<file path="config.mk">
export PLATFORM = sky130hd
export DESIGN_NAME = wb_port_arbiter
export DESIGN_NICKNAME = d
export VERILOG_FILES = /design/src/rtl/wb_port_arbiter.sv
export SDC_FILE = /design/constraint.sdc
export NUM_CORES = 1
export LEC_CHECK = 0
export ABC_AREA = 1
export BUFFER_PORTS_ARGS = -buffer_cell sky130_fd_sc_hd__buf_2
export CORE_ASPECT_RATIO = 0.8
export CORE_UTILIZATION = 42
export CTS_CLUSTER_SIZE = 28
export DETAILED_ROUTE_END_ITERATION = 10
export GPL_TIMING_DRIVEN = 0
export PLACE_DENSITY = 0.77
export SLEW_MARGIN = 20
export SYNTH_ARGS = -nofsm -noshare
export SYNTH_HDL_FRONTEND = slang
export SYNTH_SLANG_ARGS = --single-unit
export TNS_END_PERCENT = 10
</file>
<file path="constraint.sdc">
create_clock -name clk -period 1.64 [get_ports clk]
set_input_delay 0 -clock clk [delete_from_list [all_inputs] [get_ports clk]]
set_output_delay 0 -clock clk [all_outputs]
set_load 0.02 [all_outputs]
</file>
<file path="src/rtl/wb_port_arbiter.sv">
// Two-requester register-file write port arbiter: A (ALU) normally wins, but B
// is forced through once it has been denied MAX_WAIT consecutive cycles.
module wb_port_arbiter #(
  parameter int unsigned MAX_WAIT = 4
) (
  input  logic        clk,
  input  logic        rst,
  input  logic        a_valid,
  input  logic [4:0]  a_reg,
  input  logic [31:0] a_data,
  output logic        a_ready,
  input  logic        b_valid,
  input  logic [4:0]  b_reg,
  input  logic [31:0] b_data,
  output logic        b_ready,
  output logic        reg_write,
  output logic [4:0]  write_reg,
  output logic [31:0] write_data,
  output logic        starve
);

  localparam logic [3:0] MaxWait = 4'(MAX_WAIT);

  logic [3:0]  wait_cnt_q, wait_cnt_d;
  logic        reg_write_q, reg_write_d;
  logic [4:0]  write_reg_q, write_reg_d;
  logic [31:0] write_data_q, write_data_d;
  logic        starve_w;
  logic        grant_a, grant_b;

  // Grants look only at valids and the wait count, so ready never depends on
  // register number or data; rst masks both so nothing is accepted in reset.
  assign starve_w = (wait_cnt_q == MaxWait);
  assign grant_b  = !rst && b_valid && (starve_w || !a_valid);
  assign grant_a  = !rst && a_valid && !(b_valid && starve_w);

  always_comb begin
    // NOTE: every always_comb output gets a default first so no path can
    // leave it unassigned and infer a latch.
    wait_cnt_d   = wait_cnt_q;
    reg_write_d  = 1'b0;
    write_reg_d  = write_reg_q;
    write_data_d = write_data_q;

    if (!b_valid || grant_b) begin
      wait_cnt_d = '0;
    end else if (wait_cnt_q != MaxWait) begin
      wait_cnt_d = wait_cnt_q + 4'd1;
    end

    // Register 0 is hardwired: the transfer is consumed but the port stays idle.
    if (grant_a && (a_reg != 5'd0)) begin
      reg_write_d  = 1'b1;
      write_reg_d  = a_reg;
      write_data_d = a_data;
    end else if (grant_b && (b_reg != 5'd0)) begin
      reg_write_d  = 1'b1;
      write_reg_d  = b_reg;
      write_data_d = b_data;
    end
  end

  // NOTE: sequential state uses non-blocking assignments so every register
  // samples the pre-edge values regardless of statement order.
  always_ff @(posedge clk or posedge rst) begin
    if (rst) begin
      wait_cnt_q   <= '0;
      reg_write_q  <= 1'b0;
      write_reg_q  <= '0;
      write_data_q <= '0;
    end else begin
      wait_cnt_q   <= wait_cnt_d;
      reg_write_q  <= reg_write_d;
      write_reg_q  <= write_reg_d;
      write_data_q <= write_data_d;
    end
  end

  assign a_ready    = grant_a;
  assign b_ready    = grant_b;
  assign reg_write  = reg_write_q;
  assign write_reg  = write_reg_q;
  assign write_data = write_data_q;
  assign starve     = starve_w;

endmodule

</file>
* Yosys cells after proc, flatten, opt, wreduce, memory -nomap -nowiden
Index checks and enable logic that the tools add are counted.
Operators by class: add/sub/neg operators 1, eq/ne operators 2, multiplexer cells 8, reductions and logical operators 17
Operator list (number):
- 32-bit two-way mux | 2
- 5-bit two-way mux | 2
- 5-bit nonzero test | 2
- 4-bit two-way mux | 2
- 1-bit logical AND | 7
- 4-bit by 1-bit adder with 4-bit output, second input constant | 1
- 4-bit by 3-bit == test with 1-bit output, second input constant | 1
- 1-bit logical NOT | 4
- 4-bit by 3-bit inequality test with 1-bit output, second input constant | 1
- 2-bit nonzero test | 2
- 1-bit logical OR | 2
- 1-bit two-way mux | 2
Word-level totals: register bits after elaboration 42, input bits 78, output and inout bits 41, logic and storage cells 32

* Longest topological paths before layout
depth in word-level cells 6, mapped depth 10, depth with buffers taken out 9

* Worst setup path before layout
No wires, ideal clock.
kind input port to flip-flop, start point in rst, end point reg write_data_q[0] (netlist: write_data[0]), library setup time 0.117 ns, arrival 1.921 ns, required time 1.523 ns, path slack -0.398 ns, cell stages on the path 8, buffers on the path 2, cell sequence inv_1 -> nand2_1 -> a21oi_4 -> nand2_2 -> buf_6 -> buf_6 -> nand3_1 -> nand2_1
Between the ends: longest elaborated chain between the ends 5, elaborated cells on any way between the ends 9, those cells by class 1 x mux; 8 x reduce/logical
RTL lines:
- from (decl) | line 7 | input logic rst,
- 1-bit logical NOT (no source line)
- 1-bit logical AND (2 in series) | line 34 | assign grant_b = !rst && b_valid && (starve_w || !a_valid);
- via b_ready | line 15 | output logic b_ready,
- 1-bit logical AND | line 56 | end else if (grant_b && (b_reg != 5'd0)) begin
- 2-bit nonzero test (no source line)
- to (signal assigned) | line 75 | write_data_q <= write_data_d;
- to (decl) | line 27 | logic [31:0] write_data_q, write_data_d;
The timed path passes the listed nets, and every way through them passes these cells. A chain may end at the register's enable or synchronous reset.

* Worst setup path in the final report
start point reg wait_cnt_q[0], end point reg write_data_q[30] (netlist: write_data[30])
Between the ends: longest elaborated chain between the ends 6, elaborated cells on any way between the ends 10, those cells by class 1 x eq/ne; 1 x mux; 8 x reduce/logical
RTL lines:
- from (decl) | line 24 | logic [3:0] wait_cnt_q, wait_cnt_d;
- from (signal assigned) | line 72 | wait_cnt_q <= wait_cnt_d;
- 4-bit by 3-bit == test with 1-bit output * | line 33 | assign starve_w = (wait_cnt_q == MaxWait);
- 1-bit logical AND | line 35 | assign grant_a = !rst && a_valid && !(b_valid && starve_w);
- 1-bit logical NOT | line 35
- 1-bit logical AND | line 35
- 1-bit logical AND | line 52 | if (grant_a && (a_reg != 5'd0)) begin
- 32-bit two-way mux or 2-bit nonzero test (tied branches)
Mark *: on every way between the ends. The rest lies on a longest branch, timed or not.

==> metrics.md <==
| Metric | Value |
|---|---|
| Met3 Use GR | around 5.4% |
| Via density | around 4.9 |
| Vias | between 2000 and 3000 |
| Syn Nets | 405 |
| Initial antenna violation count | 0 |
| DRT Pass-1 Iters | 4 |
| Post-synth cell types | 24 |
| Cells after DPL | approximately 520 |
| WS Path Type | reg -> reg |
| Primary FF master, synth | dfrtp_1 |
| Starting DRC count in detailed routing | approximately 80 |
| Total CTS buffers | 5 |
| Std-Cell Core Area | 5500 um2 |
| Floorplan die height | roughly 70 um |
| Final ANT Viol Nets | 0 |
| Run status | finished clean |
| First-pass GRT wire length | about 11 mm |
| Area Growth Syn to Fin | 47.2% |
| Worst Setup End Kind | flop |
| Clk_lat worst skew | between 0.2 and 0.3 ns |
| Antenna cell count | 0 |
| Post-place setup slack | -0.486 ns |
| Grt total ovfl | 0 |
| Setup tns final | 0 ns |
| Chip Width | a little under 90 um |
| Worst-Margin Slew | between 0.5 and 0.6 ns |
| Top cells by instance count after synthesis | 151 x nand2_1, 44 x nand3_1, 42 x dfrtp_1, 34 x nand4_1, 9 x clkbuf_1 |
| TritonCTS clock tree | built |
| Share of flip-flops with an asynchronous set or reset | between 90% and 100% |
| Syn Area/Cell | about 7.4 um2 |
| Worst slew margin | 65.8% |
| Fill cells | 498 |
| Post-synthesis sequential area ratio | about 43% |
| Pin count of the biggest net entering global routing | 22 |
| GRT Total Usage | between 20% and 30% |
| Wirelength, routed | 7.42 mm |
| Max reg flops | 32 |
| Root Buffer | clkbuf_8 |
| Tot Pwr | just over 3000 uW |
| Data required, critical path | 1.82 ns |
| Starting Density | roughly 44% |
| # DRC | 0 |
| Maximum capacitance violations | 0 |
| EDFF count, synth | 0 |
| Minimum clock period after layout | between 1.5 and 2 ns |
| Multi-input gate area | 1240 um2 |
| CTS clock-pin slew for the worst setup and hold paths | 0.08 ns |
| Fmax achieved | around 0.62 GHz |
| # nets final | 559 |
| Max VDD drop | 0.000439 V |
| M1 GR Usage | 32.8% |
| Fin util | between 60% and 70% |
| Synth Cell Area | about 2400 um2 |
| RD Place Congestion | 0.863 |
| R2R cell count | 9 |
| Clock buffer depth | 2 |
| Clock sink total | 42 |
| Leak pwr | a little over 0.002 uW |
| Vias in the first global route | 2512 |
| Final hold vios | 0 |
| Ranking of synthesized cells by area | dfrtp_1 43%, nand2_1 23%, nand3_1 9.1%, nand4_1 8.8%, buf_6 2.3% |
| Grt met2 use | roughly 40% |
| Avg WL per Cell | about 13 um |
| Number of buffers added on ports | roughly 120 |
| Cell taking the most area after synthesis | dfrtp_1 |
| Hold path cells | 5 |
| Final setup viols | 0 |
| HP Class | in -> reg |
| Setup ws final | between 0.03 and 0.04 ns |
| Yosys top cell area share | a little over two fifths |
| Pwr/cell area | 872 nW/um2 |
| # H-tree levels | 2 |
| Num rows | 24 |
| Register area | roughly 1100 um2 |
| Critical Path Source Type | flop |
| Post-Layout Cell Count | roughly 560 |
| Period utilization | 97.8% |
| Die area | 6070 um2 |
| Clk_skew | approximately 0.0032 ns |
| Hpwl dp | between 4 and 5 mm |
| Slew Viols, Final | 0 |
| Mapped Cells | about 330 |
| FF+latch count, synth | 42 |
| Top-count cell post-synth | nand2_1 |
| Num ports | around 120 |
| RSZ-0062 raised after global routing | yes |
| Share of layout cells above drive strength 1 | between 30% and 40% |
| Crit path DAT | around 1.8 ns |
| Most used routing layer | met2 |
| Worst-path maximum fanout | 10 |
| Synth warnings | 0 |
==> final timing paths <==
kind	startpoint	endpoint	slack, ns
min in group asynchronous	rst	write_data[18]	0.40
hold reg to reg	write_data[11]	write_data[11]	0.51
setup / recovery	wait_cnt_q[0]	write_data[30]	0.04
setup reg to reg	wait_cnt_q[0]	write_data[30]	0.04
hold / removal	b_data[21]	write_data[21]	0.003
max in group asynchronous	rst	write_data[26]	0.74
==> layout make-up <==
class	instances	area share [%]
Tap cell	78	2.74
Buffer	24	5.51
Timing Repair inverter	1	0.211
Inverter	7	0.843
Clock inverter	1	0.140
Multi-Input combinational cell	252	34.9
Sequential cell	42	29.5
Clock buffer	7	2.42
Timing Repair Buffer	146	23.7
==> power by group <==
part	leakage [uW]	internal (uW)	total [uW]	switching, uW
registers	0.000525	1210	1330	111
logic	0.00144	449	1100	655
clock network	0.0000482	340	677	337
==> per-stage QoR <==
step,instance area (um2),hold WS (ns)
finish,3560,0.00311
global route,3560,0.0111
CTS,3410,0.000495
detailed placement,3120,0.273
global placement,3120,0.265
floorplan,2440,-0.00432
==> critical path: stages (launching register included) <==
cell and delay [ns]:
dfrtp_1 0.43, inv_2 0.10, ha_4 0.17, nand3_4 0.09, a21oi_4 0.21, nand2_4 0.09, buf_8 0.15, buf_8 0.14
nand3_1 0.07, nand2_1 0.06
==> cells in the final DEF, fill, tap and decap left out, types with 3 or more instances in the layout <==
cell	count
nand3_2	5
clkbuf_1	7
dfrtp_1	42
nand4_1	34
clkbuf_8	6
buf_6	9
buf_2	120
nor2_1	7
inv_2	4
nand2_1	151
buf_4	9
clkbuf_4	3
clkbuf_2	3
dlygate4sd3_1	18
nand3_1	39
==> cell families after synthesis <==
group                    Yosys count  share of synthesized area [%]
flip-flops                        42                           43.4
buffers and inverters             31                           7.50
XOR/XNOR                           2                          0.724
AO/OA/AOI/OAI                      5                           1.71
AND/OR/NAND/NOR                  243                           45.6
adder cells (fa/ha/maj)            2                           1.03
==> per-layer routing <==
layer,routed length [um],share of wire [%]
met1,3390,46
met5,0,0
met3,484,6.5
met4,20,0.27
met2,3530,47
==> what timing repair did <==
| action | 4_1_cts | 5_1_grt |
|---|---|---|
| buffers inserted | 1 | 8 |
| gates resized for setup | 3 | 24 |
| setup endpoints to repair | 38 | 33 |
| gates cloned | 1 | 0 |
| endpoints found under the hold margin | 36 | 21 |
| hold buffers | 17 | 2 |
| pin swaps | 2 | 5 |
Power figures use the tool's default switching activity.
